<file path="config.mk">
export PLATFORM = sky130hd
export DESIGN_NAME = bus_arbiter
export DESIGN_NICKNAME = d
export VERILOG_FILES = /design/src/rtl/bus_arbiter.sv
export SDC_FILE = /design/constraint.sdc
export NUM_CORES = 1
export LEC_CHECK = 0
export BUFFER_PORTS_ARGS = -buffer_cell sky130_fd_sc_hd__buf_4
export CORE_MARGIN = 2
export CORE_UTILIZATION = 37
export DETAILED_ROUTE_END_ITERATION = 8
export PLACE_DENSITY_LB_ADDON = 0.1
export SYNTH_ARGS = -nofsm -noshare
export SYNTH_HDL_FRONTEND = slang
export SYNTH_SLANG_ARGS = --single-unit
export TNS_END_PERCENT = 50
</file>
<file path="constraint.sdc">
create_clock -name clk -period 2.2 [get_ports clk]
set_input_delay 0.33 -clock clk [delete_from_list [all_inputs] [get_ports clk]]
set_output_delay 0.33 -clock clk [all_outputs]
set_load 0.05 [all_outputs]
</file>
<file path="src/rtl/bus_arbiter.sv">
// bus_arbiter: shares one memory/IO bus between a CPU and a DMA requester.
// Moore FSM CPU -> STALL -> DMA -> COOL -> CPU. The CPU owns the bus by default.
// A DMA request stalls the CPU for one cycle, then grants the bus to DMA.
// After the grant ends, COOL gives the CPU guaranteed cycles before DMA can win again.
//
// Optional feature macro: BUS_ARB_FAIR_EN
//   defined   : a DMA grant is limited to MAX_BURST cycles, and COOL lasts CPU_SLOTS cycles.
//   undefined : a DMA grant lasts as long as dma_req stays high, and COOL lasts one cycle.
`timescale 1ns/1ps

module bus_arbiter #(
  parameter int MAX_BURST = 16,  // max consecutive DMA cycles per grant (1..255)
  parameter int CPU_SLOTS = 2    // min CPU cycles after a grant ends (1..255)
) (
  input  logic        clk,
  input  logic        reset,      // asynchronous, active low
  // CPU side
  input  logic [15:0] cpu_ab,
  input  logic [7:0]  cpu_do,
  input  logic        cpu_we,
  output logic        cpu_rdy,
  // DMA side
  input  logic        dma_req,
  output logic        dma_gnt,
  input  logic [15:0] dma_ab,
  input  logic [7:0]  dma_do,
  input  logic        dma_we,
  // shared bus
  output logic [15:0] bus_ab,
  output logic [7:0]  bus_do,
  output logic        bus_we,
  // debug
  output logic [1:0]  arb_state
);

  typedef enum logic [1:0] {
    ST_CPU   = 2'd0,
    ST_STALL = 2'd1,
    ST_DMA   = 2'd2,
    ST_COOL  = 2'd3
  } arb_state_t;

`ifdef BUS_ARB_FAIR_EN
  localparam bit FAIR_EN = 1'b1;
`else
  localparam bit FAIR_EN = 1'b0;
`endif

  // Without the fairness feature the burst counter simply saturates at its
  // 8-bit ceiling and COOL is a single cycle.
  localparam int BURST_CAP = FAIR_EN ? MAX_BURST : 255;
  localparam int SLOT_CAP  = FAIR_EN ? CPU_SLOTS : 1;
  localparam logic [7:0] BURST_LIMIT = BURST_CAP[7:0];
  localparam logic [7:0] SLOT_LIMIT  = SLOT_CAP[7:0];

  arb_state_t state;
  arb_state_t state_next;
  logic [7:0] burst_cnt;
  logic [7:0] burst_cnt_next;
  logic [7:0] slot_cnt;
  logic [7:0] slot_cnt_next;

  logic [7:0] burst_inc;
  logic [7:0] slot_inc;
  logic       burst_done;
  logic       slot_done;

  // Saturating increments: counters hold at their limit and never wrap.
  always_comb begin
    burst_inc = (burst_cnt >= BURST_LIMIT) ? burst_cnt : burst_cnt + 8'd1;
    slot_inc  = (slot_cnt  >= SLOT_LIMIT)  ? slot_cnt  : slot_cnt  + 8'd1;
  end

`ifdef BUS_ARB_FAIR_EN
  // The current DMA cycle is the last one allowed in this grant.
  assign burst_done = (burst_inc >= BURST_LIMIT);
`else
  // No burst limit: DMA keeps the bus for as long as it requests it.
  assign burst_done = 1'b0;
`endif

  // The current COOL cycle completes the guaranteed CPU slots.
  assign slot_done = (slot_inc >= SLOT_LIMIT);

  // State and counter registers; reset forces CPU ownership at once.
  always_ff @(posedge clk or negedge reset) begin
    if (!reset) begin
      state     <= ST_CPU;
      burst_cnt <= 8'd0;
      slot_cnt  <= 8'd0;
    end else begin
      state     <= state_next;
      burst_cnt <= burst_cnt_next;
      slot_cnt  <= slot_cnt_next;
    end
  end

  // Next-state and counter update logic.
  always_comb begin
    state_next     = state;
    burst_cnt_next = burst_cnt;
    slot_cnt_next  = slot_cnt;
    case (state)
      ST_CPU: begin
        if (dma_req) begin
          state_next = ST_STALL;
        end
      end
      ST_STALL: begin
        // One stall cycle lets the CPU's current access drain. DMA follows
        // even if the request has already been withdrawn.
        state_next     = ST_DMA;
        burst_cnt_next = 8'd0;
      end
      ST_DMA: begin
        burst_cnt_next = burst_inc;
        if (!dma_req || burst_done) begin
          state_next    = ST_COOL;
          slot_cnt_next = 8'd0;
        end
      end
      ST_COOL: begin
        // dma_req is deliberately ignored here so that the CPU gets its slots.
        slot_cnt_next = slot_inc;
        if (slot_done) begin
          state_next = ST_CPU;
        end
      end
      default: begin
        state_next = ST_CPU;
      end
    endcase
  end

  // Moore outputs and bus mux; handshake lines depend on the state only.
  always_comb begin
    cpu_rdy   = 1'b1;
    dma_gnt   = 1'b0;
    bus_ab    = cpu_ab;
    bus_do    = cpu_do;
    bus_we    = cpu_we;
    arb_state = state;
    case (state)
      ST_STALL: begin
        cpu_rdy = 1'b0;
        bus_we  = 1'b0;  // a stalled CPU must not commit a write
      end
      ST_DMA: begin
        cpu_rdy = 1'b0;
        dma_gnt = 1'b1;
        bus_ab  = dma_ab;
        bus_do  = dma_do;
        bus_we  = dma_we;
      end
      default: begin
        cpu_rdy = 1'b1;
      end
    endcase
  end

endmodule
</file>
==> summary.txt, run 1 <==
Status
  • Status: complete, no violations

Synth
  • Post-synth ARST share: 100.0%
  • Most frequent cell after synthesis: mux2_2
  • Avg Cell Area, Syn: 10.27 µm²
  • Seq cells post-synth: 10
  • Prevailing post-synth register cell: dfrtp_1
  • Post-synth top area cell: dfrtp_1
  • Register area share after synthesis: 28.01%
  • Top-area cell type share of the netlist area: 28.01%
  • Synth area leaders: dfrtp_1 28%, mux2_2 19%, mux2_1 11%
  • Synth top cells by count: 15 x mux2_2, 10 x dfrtp_1, 9 x mux2_1
  • Cells after Synth: 87
  • Mapped cell area: 893.4 µm²
  • Synthesis warning total: 0
  • Number of synthesized flops with an enable pin: 0
  • Distinct cell type count after synthesis: 26
  • Syn nets: 147

Setup path
  • Crit path launch: arb_state[0]
  • Critical path peak fanout: 31
  • Crit end category: output pin
  • Worst setup SP type: flip-flop
  • Critical Path RT: 1.87 ns
  • Setup CP Type: flip-flop to output pin
  • R2R Path Start: slot_cnt[1]
  • Worst Path Arrival: 1.79 ns

Clock network
  • Clk buf depth: 2
  • CTS tree: built
  • Max H-tree Level: 1
  • Postcts setup bufs: 0
  • Clk slew on worst S/H paths: 0.07 ns
  • CTS Sinks: 10
  • Root buf cell: clkbuf_4
  • Total CTS buffers: 3
  • Clk Latency, worst-skew pair: 0.27 ns

Global route
  • Global route overflow: 0
  • Largest net degree at the start of global routing: 32
  • First-pass GRT wire length: 3829 µm
  • Initial antenna violation count: 0
  • Number of global-route vias before repair: 973
  • All-Layer GR Usage: 18.49%

Layout
  • ANT cells: 0
  • Final-stage net count: 231
  • Area grow syn2layout: 77.59%
  • Share of cells above drive strength 1: 70.00%

Drt
  • DR WL/cell: 13.38 µm
  • Drt drc: 0
  • Initial DRC count: 6
  • Detailed Route WL: 2649 µm
  • Vias: 946
  • Final ANT Viol Nets: 0
  • DRT Pass-1 Iters: 2
  • Vias per cell: 4.778

Die
  • Row cnt: 17
  • Core footprint: 2255 µm²
  • Die X-Extent: 53.14 µm
  • Die Footprint: 2823 µm²
  • Die height: 53.14 µm
  • Io pins: 82
  • Starting density of the core: 39.62%

STA
  • Max transition margin: 62.02%
  • Pins Over Slew Limit: 0
  • Final Hold Vio Count: 0
  • Clock skew: 0.001734 ns
  • Minimum clock period: 2.117 ns
  • Setup_tns: 0 ns
  • Worst-Margin Slew: 0.5684 ns
  • Final setup viols: 0
  • Hold slack: 0.4076 ns
  • Final Cycle Share: 96.21%
  • RSZ-0062 raised after global routing: false
  • Peak Freq: 472.4 MHz

Power and ir drop
  • Worst ir drop on vdd: 0.001166 V
  • LEAKAGE: 0.8133 nW
  • Power Dens Cells: 1499 nW/µm²
  • Design Power: 0.002378 W

Job
  • Max-cap viol count: 0

Placed design
  • Placer Congestion: 0.7482
  • PortBufs: 81
  • Post-DP HPWL: 2247 µm

Worst hold path
  • Min-delay worst type: input pin to asynchronous set/reset pin
cells by family (layout without fill, tap and decap cells):
kind of cell	after synthesis	in the layout	synth area share, %
muxes	27	27	34.17
and+or+nand+nor	22	22	14.01
AOI/OAI and AO/OA	10	10	8.404
DFF	10	10	28.01
buffers and inverters	10	93	4.622
adders and majority gates	7	7	9.803
xor gates and xnor gates	1	1	0.9806
registers in the layout, summed over array words and instances (netlist names):
name,flops
slot_cnt,8
arb_state,2
routing by layer:
metal / part of all wire (%) / global-route usage [%] / wire [µm]
met4: 0.64 / 5.128 / 17
met2: 55 / 32.92 / 1469
met1: 37 / 20.75 / 992
met5: 0 / 0 / 0
met3: 6.4 / 6.215 / 170
placed cells by master (no fill, tap or decap), drive strengths merged:
| cell type | Yosys | layout |
|---|---|---|
| nand3 | 2 | 2 |
| buf | 3 | 81 |
| inv | 7 | 7 |
| a22o | 2 | 2 |
| mux2i | 2 | 2 |
| dlygate4sd3 | 0 | 1 |
| nand2 | 4 | 4 |
| and3 | 1 | 1 |
| clkbuf | 0 | 4 |
| mux2 | 25 | 25 |
| o21ai | 4 | 4 |
| ha | 7 | 7 |
| nand4 | 1 | 1 |
| nor2b | 7 | 7 |
| nor2 | 5 | 5 |
| xnor2 | 1 | 1 |
| nor3b | 2 | 2 |
| a22oi | 1 | 1 |
| a21oi | 1 | 1 |
| dfrtp | 10 | 10 |
| a41oi | 2 | 2 |
layout make-up:
| cell class | instances | area [µm²] |
|---|---|---|
| clock buffers | 4 | 36.28 |
| fillers | 184 | 668.1 |
| inverters | 7 | 26.28 |
| multi-input cells | 67 | 618.1 |
| flip-flops and latches | 10 | 252.7 |
| well taps | 28 | 35.03 |
| repair buffers | 82 | 618.1 |
critical path, stage by stage, from the launching register on:
cell and delay (ns):
dfrtp_2 0.43, inv_2 0.10, ha_4 0.39, mux2_2 0.39, buf_4 0.19
power by group:
group          total [W]  internal [W]  switching (W)
clock network   0.000170      0.000101      0.0000691
registers       0.000280      0.000226      0.0000540
logic            0.00193      0.000726        0.00120
metrics by stage:
step                      std cells  setup slack, ns  cell area (µm²)  utilization [%]
final                           198          0.08330             1587            70.37
after floorplan                  87         -0.01020            912.1                -
after CTS                       198         0.009421             1587            70.37
after detailed placement        193           0.3079             1540            68.31
after global placement          193           0.3647             1540            68.31
after global routing            198          0.01136             1587            70.37
worst paths after layout:
path                                 to  slack [ns]  cells after the start
setup / recovery              bus_do[5]        0.08                      4
hold / removal              slot_cnt[2]        0.41                      2
setup reg to reg           arb_state[0]        0.34                      7
hold reg to reg             slot_cnt[5]        0.50                      1
max in group asynchronous  arb_state[1]        1.63                      2
min in group clk            slot_cnt[5]        0.41                      3
repair_timing:
item | 4_1_cts | 5_1_grt
hold buffers | 1 | 0
endpoints found under the setup margin | 0 | 24
gates resized for setup | 0 | 1
endpoints found under the hold margin | 10 | 0
Note: power is estimated with default switching activity, not from simulation.
==> inputs of run 2 (changes only) <==
Settings changed: CORE_UTILIZATION 37 to 35.
==> summary.txt, run 2 (same netlist as run 1, synthesis figures left out) <==
Power and ir drop
  • Worst ir drop on vdd: 0.001329 V
  • Power Dens Cells: 1490 nW/µm²
  • LEAKAGE: 0.8073 nW

STA
  • Post-route worst setup slack: 0.09362 ns
  • Hold slack: 0.4221 ns
  • Final Hold Vio Count: 0
  • Max transition margin: 63.60%
  • Worst-Margin Slew: 0.5449 ns
  • Final Cycle Share: 95.74%
  • Final setup viols: 0
  • Pins Over Slew Limit: 0
  • Clock skew: 0.009094 ns
  • RSZ-0062 raised after global routing: false
  • Setup_tns: 0 ns
  • Peak Freq: 474.7 MHz
  • Minimum clock period: 2.106 ns

Drt
  • DRT Pass-1 Iters: 4
  • DR WL/cell: 13.99 µm
  • Drt drc: 0
  • Initial DRC count: 15
  • Final ANT Viol Nets: 0
  • Vias per cell: 4.840
  • Vias: 968
  • Detailed Route WL: 2798 µm

Clock network
  • Postcts setup bufs: 0
  • Clk slew on worst S/H paths: 0.07 ns
  • CTS tree: built
  • Total CTS buffers: 3
  • Root buf cell: clkbuf_4
  • Max H-tree Level: 1
  • Clk buf depth: 2
  • CTS Sinks: 10
  • Clk Latency, worst-skew pair: 0.26 ns

Global route
  • Largest net degree at the start of global routing: 32
  • Initial antenna violation count: 0
  • Global route overflow: 0
  • First-pass GRT wire length: 3857 µm
  • Number of global-route vias before repair: 887
  • All-Layer GR Usage: 18.10%

Die
  • Starting density of the core: 36.39%
  • Core footprint: 2455 µm²
  • Die X-Extent: 54.52 µm
  • Io pins: 82
  • Die height: 54.52 µm
  • Die Footprint: 2972 µm²
  • Row cnt: 18

Layout
  • Final std cells w/o fill: 200
  • Largest Register: slot_cnt
  • Area grow syn2layout: 76.75%
  • Most frequent cells in the layout: 81 x buf_4, 24 x mux2_2, 8 x dfrtp_1
  • Final-stage net count: 231
  • Core Util, Final: 64.32%
  • Share of cells above drive strength 1: 69.41%
  • Largest register FFs: 8
  • ANT cells: 0
  • Most common cell after layout, fill and taps aside: buf_4

Worst hold path
  • Min-delay worst type: input pin to flip-flop

Setup path
  • Crit end category: output pin
  • Worst setup SP type: flip-flop
  • Worst Path Arrival: 1.78 ns
  • Setup CP Type: flip-flop to output pin
  • Critical Path RT: 1.87 ns
  • Critical path peak fanout: 31

Job
  • Max-cap viol count: 0

Status
  • Status: complete, no violations

Placed design
  • Placed insts: 195
  • PortBufs: 81
  • Pre-CTS setup slack: 0.3004 ns
  • Placer Congestion: 0.8749
  • Post-DP HPWL: 2367 µm
==> run 2: final timing paths <==
path,startpoint,end,slack (ns),depth (start not counted)
setup / recovery,arb_state[0],bus_do[0],0.09,4
hold / removal,dma_req,slot_cnt[4],0.42,3
setup reg to reg,slot_cnt[0],arb_state[0],0.36,6
hold reg to reg,slot_cnt[6],slot_cnt[6],0.50,1
max in group asynchronous,reset,arb_state[0],1.62,2
min in group asynchronous,reset,arb_state[1],0.43,2
==> run 2: report_power, final <==
group	internal, W	switching, W	leakage [nW]
Sequential	0.000226	0.0000514	0.132
Combinational	0.000727	0.00122	0.661
Clock	0.0000699	0.0000621	0.0150
Total	0.00102	0.00133	0.807
==> run 2: final cells by class <==
type	instances	area (µm²)
clock buffers	4	26.28
fillers	217	875.8
inverters	7	26.28
multi-input cells	67	618.1
flip-flops and latches	10	252.7
well taps	30	37.54
repair buffers	82	618.1
==> run 2: routing by layer <==
metal	up-vias	global-route usage (%)	routed length, µm
li1	474	-	-
met1	453	22.04	1024
met2	41	32.93	1621
met3	0	4.918	151
met4	0	1.250	0
met5	-	0	0
==> run 2: timing repair <==
item                                    CTS  global route
hold endpoints to repair                 10             0
hold buffers                              1             0
pin swaps                                 1             0
endpoints found under the setup margin    2            24
gates cloned                              0             0
gates resized for setup                   0             1
==> run 2: metrics by stage <==
step	power, W	cell area [µm²]
final	0.002352	1579
after global routing	0.002490	1579
after CTS	0.002368	1579
after detailed placement	0.002223	1543
after global placement	0.002202	1543
after floorplan	0.001734	912.1
==> run 2: worst max-delay path, cell delays in order, from the launching register on <==
cell,delay [ns]
dfrtp_2,0.43
inv_2,0.10
ha_4,0.39
mux2_2,0.39
buf_4,0.19
